<file path="src/rtl/audio_pkg.sv">
// Shared definitions for the codec audio path: channel encoding on LRCK,
// capture FSM states and the default channel word width.
package audio_pkg;

    localparam int   AUDIO_WORD_W = 32;
    localparam logic LRCK_LEFT    = 1'b0;
    localparam logic LRCK_RIGHT   = 1'b1;

    typedef enum logic [1:0] {
        WAIT_LEFT = 2'd0,
        LEFT      = 2'd1,
        RIGHT     = 2'd2
    } rx_state_t;

endpackage

</file>
<file path="src/rtl/i2s_adc_receiver_sample_fifo.sv">
// Show-ahead FIFO: registered head valid 1 cycle after push; full drops push unless popped same cycle.
// Head register holds its last value when empty; clear wins over push and pop.
module sample_fifo #(
    parameter int WIDTH = 64,
    parameter int DEPTH = 8
) (
    input  logic                   i_clk,
    input  logic                   i_rst,
    input  logic                   i_push,
    input  logic [WIDTH-1:0]       i_push_dat,
    input  logic                   i_pop,
    input  logic                   i_clear,
    output logic                   o_full,
    output logic                   o_empty,
    output logic [$clog2(DEPTH):0] o_level,
    output logic [WIDTH-1:0]       o_head_dat
);

    localparam int AW = $clog2(DEPTH);
    localparam int LW = AW + 1;

    logic [WIDTH-1:0] r_mem [DEPTH];
    logic [AW-1:0]    r_wr_ptr;
    logic [AW-1:0]    r_rd_ptr;
    logic [LW-1:0]    r_count;
    logic [WIDTH-1:0] r_head;

    logic             w_pop;
    logic             w_push;
    logic [AW-1:0]    w_rd_nxt;
    logic [LW-1:0]    w_remain;
    logic [WIDTH-1:0] w_head_nxt;

    assign o_full     = (r_count == LW'(DEPTH));
    assign o_empty    = (r_count == '0);
    assign o_level    = r_count;
    assign o_head_dat = r_head;

    assign w_pop    = i_pop && !o_empty;
    assign w_push   = i_push && (!o_full || w_pop);
    assign w_rd_nxt = r_rd_ptr + AW'(w_pop);
    assign w_remain = r_count - LW'(w_pop);

    // Next head comes from storage if anything survives the pop, else from the incoming push.
    always_comb begin
        w_head_nxt = r_head;
        if (w_remain != '0) begin
            w_head_nxt = r_mem[w_rd_nxt];
        end else if (w_push) begin
            w_head_nxt = i_push_dat;
        end
    end

    always_ff @(posedge i_clk) begin
        if (!i_clear && w_push) begin
            r_mem[r_wr_ptr] <= i_push_dat;
        end
    end

    always_ff @(posedge i_clk or posedge i_rst) begin
        if (i_rst) begin
            r_wr_ptr <= '0;
            r_rd_ptr <= '0;
            r_count  <= '0;
            r_head   <= '0;
        end else if (i_clear) begin
            r_wr_ptr <= '0;
            r_rd_ptr <= '0;
            r_count  <= '0;
        end else begin
            if (w_push) begin
                r_wr_ptr <= r_wr_ptr + AW'(1);
            end
            r_rd_ptr <= w_rd_nxt;
            r_count  <= r_count + LW'(w_push) - LW'(w_pop);
            r_head   <= w_head_nxt;
        end
    end

endmodule

</file>
<file path="src/rtl/i2s_adc_receiver.sv">
// I2S ADC capture into stereo pairs; pair visible 1 cycle after the push request that follows the right delay slot.
// No backpressure toward the codec: a full FIFO drops the new pair and sets sticky overflow.
module i2s_adc_receiver
    import audio_pkg::*;
#(
    parameter int DATA_WIDTH  = AUDIO_WORD_W,
    parameter int FIFO_DEPTH  = 8,
    parameter int SYNC_STAGES = 2
) (
    input  logic                        CLOCK_50,
    input  logic                        reset,
    input  logic                        AUD_BCLK,
    input  logic                        AUD_ADCLRCK,
    input  logic                        AUD_ADCDAT,
    input  logic                        read_audio_in,
    input  logic                        clear_audio_in_memory,
    output logic                        audio_in_available,
    output logic [DATA_WIDTH-1:0]       left_channel_audio_in,
    output logic [DATA_WIDTH-1:0]       right_channel_audio_in,
    output logic [$clog2(FIFO_DEPTH):0] fifo_level,
    output logic                        overflow
);

    localparam int CW = $clog2(DATA_WIDTH + 1);

    logic [SYNC_STAGES-1:0]  r_bclk_sync;
    logic [SYNC_STAGES-1:0]  r_lrck_sync;
    logic [SYNC_STAGES-1:0]  r_dat_sync;
    logic                    r_bclk_d;
    logic                    r_lrck_prev;
    rx_state_t               r_state;
    logic [DATA_WIDTH-1:0]   r_shreg;
    logic [CW-1:0]           r_bit_cnt;
    logic [DATA_WIDTH-1:0]   r_left;
    logic [2*DATA_WIDTH-1:0] r_pair;
    logic                    r_push;
    logic                    r_overflow;

    logic                    w_bclk;
    logic                    w_lrck;
    logic                    w_dat;
    logic                    w_bclk_rise;
    logic                    w_lrck_edge;
    logic                    w_room;
    logic [DATA_WIDTH-1:0]   w_bit_vec;
    logic [DATA_WIDTH-1:0]   w_word_nxt;
    logic [CW-1:0]           w_cnt_nxt;
    logic                    w_fifo_full;
    logic                    w_fifo_empty;
    logic [2*DATA_WIDTH-1:0] w_head;

    assign w_bclk      = r_bclk_sync[SYNC_STAGES-1];
    assign w_lrck      = r_lrck_sync[SYNC_STAGES-1];
    assign w_dat       = r_dat_sync[SYNC_STAGES-1];
    assign w_bclk_rise = w_bclk && !r_bclk_d;
    assign w_lrck_edge = (w_lrck != r_lrck_prev);

    // Bits land left-aligned by position; once the word is full further bits are ignored.
    assign w_room     = (r_bit_cnt < CW'(DATA_WIDTH));
    assign w_bit_vec  = {w_dat, {(DATA_WIDTH-1){1'b0}}} >> r_bit_cnt;
    assign w_word_nxt = w_room ? (r_shreg | w_bit_vec) : r_shreg;
    assign w_cnt_nxt  = w_room ? (r_bit_cnt + CW'(1)) : r_bit_cnt;

    always_ff @(posedge CLOCK_50 or posedge reset) begin
        if (reset) begin
            r_bclk_sync <= '0;
            r_lrck_sync <= '0;
            r_dat_sync  <= '0;
            r_bclk_d    <= 1'b0;
        end else begin
            r_bclk_sync <= (r_bclk_sync << 1) | SYNC_STAGES'(AUD_BCLK);
            r_lrck_sync <= (r_lrck_sync << 1) | SYNC_STAGES'(AUD_ADCLRCK);
            r_dat_sync  <= (r_dat_sync << 1) | SYNC_STAGES'(AUD_ADCDAT);
            r_bclk_d    <= w_bclk;
        end
    end

    always_ff @(posedge CLOCK_50 or posedge reset) begin
        if (reset) begin
            r_state     <= WAIT_LEFT;
            r_shreg     <= '0;
            r_bit_cnt   <= '0;
            r_left      <= '0;
            r_pair      <= '0;
            r_push      <= 1'b0;
            r_lrck_prev <= LRCK_LEFT;
        end else begin
            r_push <= 1'b0;
            if (w_bclk_rise) begin
                r_lrck_prev <= w_lrck;
            end
            if (clear_audio_in_memory) begin
                r_state   <= WAIT_LEFT;
                r_shreg   <= '0;
                r_bit_cnt <= '0;
            end else if (w_bclk_rise) begin
                case (r_state)
                    WAIT_LEFT: begin
                        if (w_lrck_edge && w_lrck == LRCK_LEFT) begin
                            r_state   <= LEFT;
                            r_shreg   <= '0;
                            r_bit_cnt <= '0;
                        end
                    end
                    LEFT: begin
                        if (w_lrck_edge && w_lrck == LRCK_RIGHT) begin
                            r_left    <= w_word_nxt;
                            r_shreg   <= '0;
                            r_bit_cnt <= '0;
                            r_state   <= RIGHT;
                        end else begin
                            r_shreg   <= w_word_nxt;
                            r_bit_cnt <= w_cnt_nxt;
                        end
                    end
                    RIGHT: begin
                        if (w_lrck_edge && w_lrck == LRCK_LEFT) begin
                            r_pair    <= {r_left, w_word_nxt};
                            r_push    <= 1'b1;
                            r_shreg   <= '0;
                            r_bit_cnt <= '0;
                            r_state   <= LEFT;
                        end else begin
                            r_shreg   <= w_word_nxt;
                            r_bit_cnt <= w_cnt_nxt;
                        end
                    end
                    default: r_state <= WAIT_LEFT;
                endcase
            end
        end
    end

    always_ff @(posedge CLOCK_50 or posedge reset) begin
        if (reset) begin
            r_overflow <= 1'b0;
        end else if (clear_audio_in_memory) begin
            r_overflow <= 1'b0;
        end else if (r_push && w_fifo_full && !(read_audio_in && !w_fifo_empty)) begin
            r_overflow <= 1'b1;
        end
    end

    sample_fifo #(
        .WIDTH (2*DATA_WIDTH),
        .DEPTH (FIFO_DEPTH)
    ) u_fifo (
        .i_clk      (CLOCK_50),
        .i_rst      (reset),
        .i_push     (r_push),
        .i_push_dat (r_pair),
        .i_pop      (read_audio_in),
        .i_clear    (clear_audio_in_memory),
        .o_full     (w_fifo_full),
        .o_empty    (w_fifo_empty),
        .o_level    (fifo_level),
        .o_head_dat (w_head)
    );

    assign audio_in_available     = !w_fifo_empty;
    assign left_channel_audio_in  = w_head[2*DATA_WIDTH-1:DATA_WIDTH];
    assign right_channel_audio_in = w_head[DATA_WIDTH-1:0];
    assign overflow               = r_overflow;

endmodule

</file>
<file path="config.mk">
export PLATFORM = sky130hd
export DESIGN_NAME = i2s_adc_receiver
export DESIGN_NICKNAME = d
export VERILOG_FILES = /design/src/rtl/audio_pkg.sv /design/src/rtl/i2s_adc_receiver_sample_fifo.sv /design/src/rtl/i2s_adc_receiver.sv
export SDC_FILE = /design/constraint.sdc
export NUM_CORES = 1
export LEC_CHECK = 0
export CAP_MARGIN = 20
export CORE_ASPECT_RATIO = 0.7
export CORE_UTILIZATION = 25
export CTS_CLUSTER_DIAMETER = 150
export DETAILED_ROUTE_END_ITERATION = 7
export PLACE_DENSITY_LB_ADDON = 0.08
export SETUP_SLACK_MARGIN = 0.4
export SLEW_MARGIN = 5
export SYNTH_ARGS = -nofsm -noshare
export SYNTH_HDL_FRONTEND = slang
export SYNTH_HIERARCHICAL = 1
export SYNTH_SLANG_ARGS = --single-unit
</file>
<file path="constraint.sdc">
create_clock -name CLOCK_50 -period 12.5 [get_ports CLOCK_50]
set_input_delay 1.25 -clock CLOCK_50 [delete_from_list [all_inputs] [get_ports CLOCK_50]]
set_output_delay 1.25 -clock CLOCK_50 [all_outputs]
set_load 0.005 [all_outputs]
</file>
==> results_tabular.tex <==
\begin{tabular}{lr}
\hline
Metric & Value \\
\hline
\multicolumn{2}{l}{\textbf{Synthesis}} \\
\quad Yosys top cell by area & sky130\_fd\_sc\_hd\_\_edfxtp\_1 \\
\quad Number of enable flip-flop cells after synthesis & 512 \\
\quad Gate Count Post-Synth & 2,054 \\
\quad Share of synthesized area occupied by flip-flops and latches & 70.89\% \\
\quad Yosys cell types & 52 \\
\quad Flip-flop and latch count after synthesis & 732 \\
\quad Synthesized Nets & 2,077 \\
\quad Fraction of registers with async set/reset & 30.05\% \\
\quad Cells taking the most area after synthesis & sky130\_fd\_sc\_hd\_\_edfxtp\_1 (52\%), sky130\_fd\_sc\_hd\_\_dfrtp\_1 (19\%), sky130\_fd\_sc\_hd\_\_mux2i\_1 (8.8\%) \\
\quad Mean instance size in the synthesized netlist & 14.34 µm² \\
\quad Yosys top cell area share & 52.20\% \\
\quad Mapped cell area & 29,450 µm² \\
\quad Warnings, synthesis & 6 \\
\quad Most used flip-flop cell after synthesis & sky130\_fd\_sc\_hd\_\_edfxtp\_1 \\
\quad Leading cell type by number of instances after synthesis & sky130\_fd\_sc\_hd\_\_edfxtp\_1 \\
\quad Top cell types by occurrence after synthesis & sky130\_fd\_sc\_hd\_\_edfxtp\_1 (512), sky130\_fd\_sc\_hd\_\_nand3\_1 (386), sky130\_fd\_sc\_hd\_\_mux2i\_1 (259), sky130\_fd\_sc\_hd\_\_dfrtp\_1 (220), sky130\_fd\_sc\_hd\_\_nor2\_1 (84) \\
\multicolumn{2}{l}{\textbf{Timing}} \\
\quad Final Setup Violations & 0 \\
\quad Setup repair after global routing missed its margin & false \\
\quad Final max-slew violation count & 0 \\
\quad Worst rel slew slack & 26.37\% \\
\quad Largest clock skew in the final design & 0.01536 ns \\
\quad Time the worst path needs with I/O delays and setup & 4.331 ns \\
\quad Sum Neg Setup Slack & 0 ns \\
\quad Final worst path period share & 34.65\% \\
\quad Number of hold violations in the final report & 0 \\
\quad Max Clk Rate & 0.2309 GHz \\
\quad Worst-margin pin slew & 1.104 ns \\
\multicolumn{2}{l}{\textbf{Routing}} \\
\quad Via count of the routed design & 17,407 \\
\quad Average wire per cell in the routed design & 23.78 µm \\
\quad Count of nets left with antenna violations after detail routing & 0 \\
\quad Number of design-rule violations left by the first detailed-router iteration & 1,174 \\
\quad Avg Vias per Cell & 4.701 \\
\quad Residual DRC & 0 \\
\quad First-pass DRT Iterations & 6 \\
\quad Final WL & 88,060 µm \\
\multicolumn{2}{l}{\textbf{Critical path}} \\
\quad Worst r2r dst & u\_fifo/o\_head\_dat[14] \\
\quad Top fanout value on the critical path & 53 \\
\quad Setup slack on the worst flop-to-flop path & 8.28 ns \\
\quad Worst setup path category & in -> reg \\
\quad Worst stage delay on the critical path & 0.68 ns \\
\quad Crit-path slowest cell & sky130\_fd\_sc\_hd\_\_buf\_4 \\
\quad Register-to-Register Path Depth & 13 \\
\quad Cell breakdown of the critical path & clkdlybuf4s50\_1 -> nand2b\_1 -> inv\_1 -> ha\_4 -> ha\_4 -> inv\_4 -> buf\_4 -> buf\_4 -> nand3\_1 -> nand4\_1 -> o211ai\_1 \\
\quad Required time at the endpoint of the critical path & 13.00 ns \\
\quad Crit path capture type & register \\
\quad Reg2reg start & u\_fifo/o\_level[2] \\
\quad Worst path arrival time & 4.83 ns \\
\quad Critical path startpoint category & input pin \\
\multicolumn{2}{l}{\textbf{Run status}} \\
\quad Outcome & complete, no violations \\
\multicolumn{2}{l}{\textbf{Global routing}} \\
\quad Routing usage on met2 & 23.37\% \\
\quad Global routing met1 resource utilization & 21.09\% \\
\quad Wire length of the first global-routing pass & 128,900 µm \\
\quad Number of antenna violations at the first check in global routing & 7 \\
\quad Grt total ovfl & 0 \\
\quad Vias in the first global route & 17,543 \\
\quad Global routing's busiest layer & met2 \\
\quad GRT Total Usage & 14.88\% \\
\quad Maximum number of pins on one net before global-route repair & 129 \\
\quad Grt met3 use & 2.856\% \\
\multicolumn{2}{l}{\textbf{Clocking}} \\
\quad CTS tree & built \\
\quad Post-CTS Setup Bufs & 0 \\
\quad TritonCTS sink count & 732 \\
\quad Clock-pin slew of the registers on the worst-case setup and hold paths & 0.06 ns \\
\quad Depth of the CTS H-tree & 3 \\
\quad Number of hold buffers added after cts & 0 \\
\quad Resized Gates After CTS & 0 \\
\quad Skew-Pair Late Insertion Delay & 0.65 ns \\
\quad CTS Buffer Depth & 3 \\
\quad Clock root cell & sky130\_fd\_sc\_hd\_\_clkbuf\_16 \\
\quad CTS Buf Count & 79 \\
\multicolumn{2}{l}{\textbf{Worst hold path}} \\
\quad Sink of the worst hold path & r\_dat\_sync[1] \\
\quad Worst Hold Depth & 0 \\
\quad Startpoint of the most critical hold path & r\_dat\_sync[0] \\
\quad Kind of path behind the tightest hold check & reg -> reg \\
\multicolumn{2}{l}{\textbf{Placed design}} \\
\quad Post-detailed-placement half-perimeter wirelength & 46,390 µm \\
\quad Count of buffers inserted at the top-level ports & 76 \\
\quad Final Wtd Congestion & 0.7462 \\
\multicolumn{2}{l}{\textbf{Pwr}} \\
\quad Fraction of power consumed by the clock network & 32.1\% \\
\quad Power spent charging and discharging nets & 0.002293 W \\
\quad Maximum ir drop on the vdd rail & 0.2771 mV \\
\quad Power share of the sequential group & 38.8\% \\
\quad Total power density per cell area & 210.5 nW/µm² \\
\quad Total internal power & 0.004946 W \\
\quad Total Power Consumption & 0.007239 W \\
\quad Static leakage power & 12.82 nW \\
\quad Switching Fraction & 31.67\% \\
\quad Logic pwr share & 29.1\% \\
\multicolumn{2}{l}{\textbf{Cells and area}} \\
\quad Post-layout nets & 2,119 \\
\quad Share of layout cells above drive strength 1 & 9.061\% \\
\quad Layout filler cell count & 11,545 \\
\quad P\&R area growth vs syn & 16.75\% \\
\quad Utilization after layout & 29.66\% \\
\multicolumn{2}{l}{\textbf{Die}} \\
\quad Number of primary I/O pins & 77 \\
\quad Floorplan Core Area & 115,900 µm² \\
\quad Die area & 119,200 µm² \\
\quad Die height & 289.2 µm \\
\quad Initial Utilization & 25.40\% \\
\quad Number of placement rows & 104 \\
\quad Die Width & 412.3 µm \\
\multicolumn{2}{l}{\textbf{Flow run}} \\
\quad Max-capacitance violation count & 0 \\
\hline
\end{tabular}
worst max-delay path by stage:
stage | startpoint | end | slack (ns) | cells after the start
2_1_floorplan | read_audio_in | u_fifo/r_mem[2][0] | 3.45 | 4
3_3_place_gp | read_audio_in | u_fifo/o_head_dat[12] | 7.55 | 11
3_5_place_dp | read_audio_in | u_fifo/o_head_dat[19] | 7.49 | 11
4_1_cts | read_audio_in | u_fifo/o_head_dat[19] | 8.20 | 11
5_1_grt | read_audio_in | u_fifo/o_head_dat[27] | 7.93 | 11
6_report | read_audio_in | u_fifo/o_head_dat[14] | 8.17 | 11
state kept, by name, summed over array words and instances (netlist names), 2 cells and up:
name,count
u_fifo/o_level,4
r_state,2
r_shreg,32
r_bit_cnt,6
r_lrck_sync,2
r_left,32
r_dat_sync,2
u_fifo/o_head_dat,64
r_bclk_sync,2
r_pair,64
u_fifo/r_rd_ptr,3
u_fifo/r_mem,512
u_fifo/r_wr_ptr,3
stage by stage:
stage | area (µm²) | hold slack (ns) | worst slack, ns | instances
2_1_floorplan | 29450 | 0.3312 | 3.450 | 2054
3_3_place_gp | 31850 | 0.3381 | 7.547 | 3552
3_5_place_dp | 31850 | 0.3364 | 7.495 | 3552
4_1_cts | 34380 | 0.3507 | 8.201 | 3700
5_1_grt | 34380 | 0.3629 | 7.935 | 3700
6_report | 34390 | 0.3478 | 8.169 | 3703
kinds of logic after synthesis:
logic type | after synthesis | synth area share, %
adder cells (fa/ha/maj) | 16 | 0.7052
AND/OR/NAND/NOR | 620 | 10.60
multiplexers | 292 | 10.10
buffers and inverters | 170 | 2.804
XOR/XNOR | 8 | 0.2379
flip-flops | 732 | 70.89
AO/OA/AOI/OAI | 216 | 4.656
cell usage in the layout, fill, tap and decap left out, types with 5 or more instances in the layout:
| cell | synthesis | final |
|---|---|---|
| sky130_fd_sc_hd__a21oi_1 | 66 | 66 |
| sky130_fd_sc_hd__a31oi_1 | 34 | 34 |
| sky130_fd_sc_hd__buf_4 | 17 | 36 |
| sky130_fd_sc_hd__bufinv_16 | 0 | 5 |
| sky130_fd_sc_hd__clkbuf_1 | 67 | 28 |
| sky130_fd_sc_hd__clkbuf_16 | 0 | 83 |
| sky130_fd_sc_hd__clkdlybuf4s50_1 | 0 | 76 |
| sky130_fd_sc_hd__clkinv_1 | 0 | 12 |
| sky130_fd_sc_hd__clkinv_2 | 0 | 13 |
| sky130_fd_sc_hd__dfrtp_1 | 220 | 220 |
| sky130_fd_sc_hd__edfxtp_1 | 512 | 512 |
| sky130_fd_sc_hd__ha_1 | 15 | 13 |
| sky130_fd_sc_hd__inv_1 | 15 | 12 |
| sky130_fd_sc_hd__inv_6 | 0 | 5 |
| sky130_fd_sc_hd__mux2_1 | 18 | 18 |
| sky130_fd_sc_hd__mux2_2 | 14 | 14 |
| sky130_fd_sc_hd__mux2i_1 | 259 | 259 |
| sky130_fd_sc_hd__nand2_1 | 40 | 40 |
| sky130_fd_sc_hd__nand3_1 | 386 | 385 |
| sky130_fd_sc_hd__nand4_1 | 64 | 64 |
| sky130_fd_sc_hd__nor2_1 | 84 | 84 |
| sky130_fd_sc_hd__nor2b_1 | 15 | 15 |
| sky130_fd_sc_hd__o211ai_1 | 65 | 65 |
| sky130_fd_sc_hd__o21ai_0 | 31 | 31 |
| sky130_fd_sc_hd__o21ai_1 | 7 | 6 |
layer usage:
layer  wire length, µm  part of all wire, %
met1             42610                   48
met2             40510                   46
met3              3168                  3.6
met4              1771                  2.0
met5                 0                    0
power by group through the flow:
stage	Clock, W	Sequential [W]	Combinational (W)
floorplan	0	0.00282	0.00143
global placement	0	0.00286	0.00215
detailed placement	0	0.00287	0.00214
CTS	0.00241	0.00282	0.00215
global route	0.00249	0.00282	0.00230
finish	0.00233	0.00281	0.00211
critical path: cells and delay by family:
family	cells	cell delay, ns
buffers and inverters	5	2.26
adders and majority gates	2	0.58
and+or+nand+nor	3	0.46
AOI/OAI and AO/OA	1	0.08
cell type report:
type	count	area [µm²]	area share [%]
Multi-Input combinational cell	1152	7888	22.94
Sequential cell	732	20880	60.72
Tap cell	1537	1923	5.593
Clock buffer	115	2237	6.506
Antenna cell	3	7.507	0.02183
Clock inverter	33	286.5	0.8333
Timing Repair Buffer	115	1091	3.173
Inverter	16	72.57	0.2110
Power figures use the tool's default switching activity.
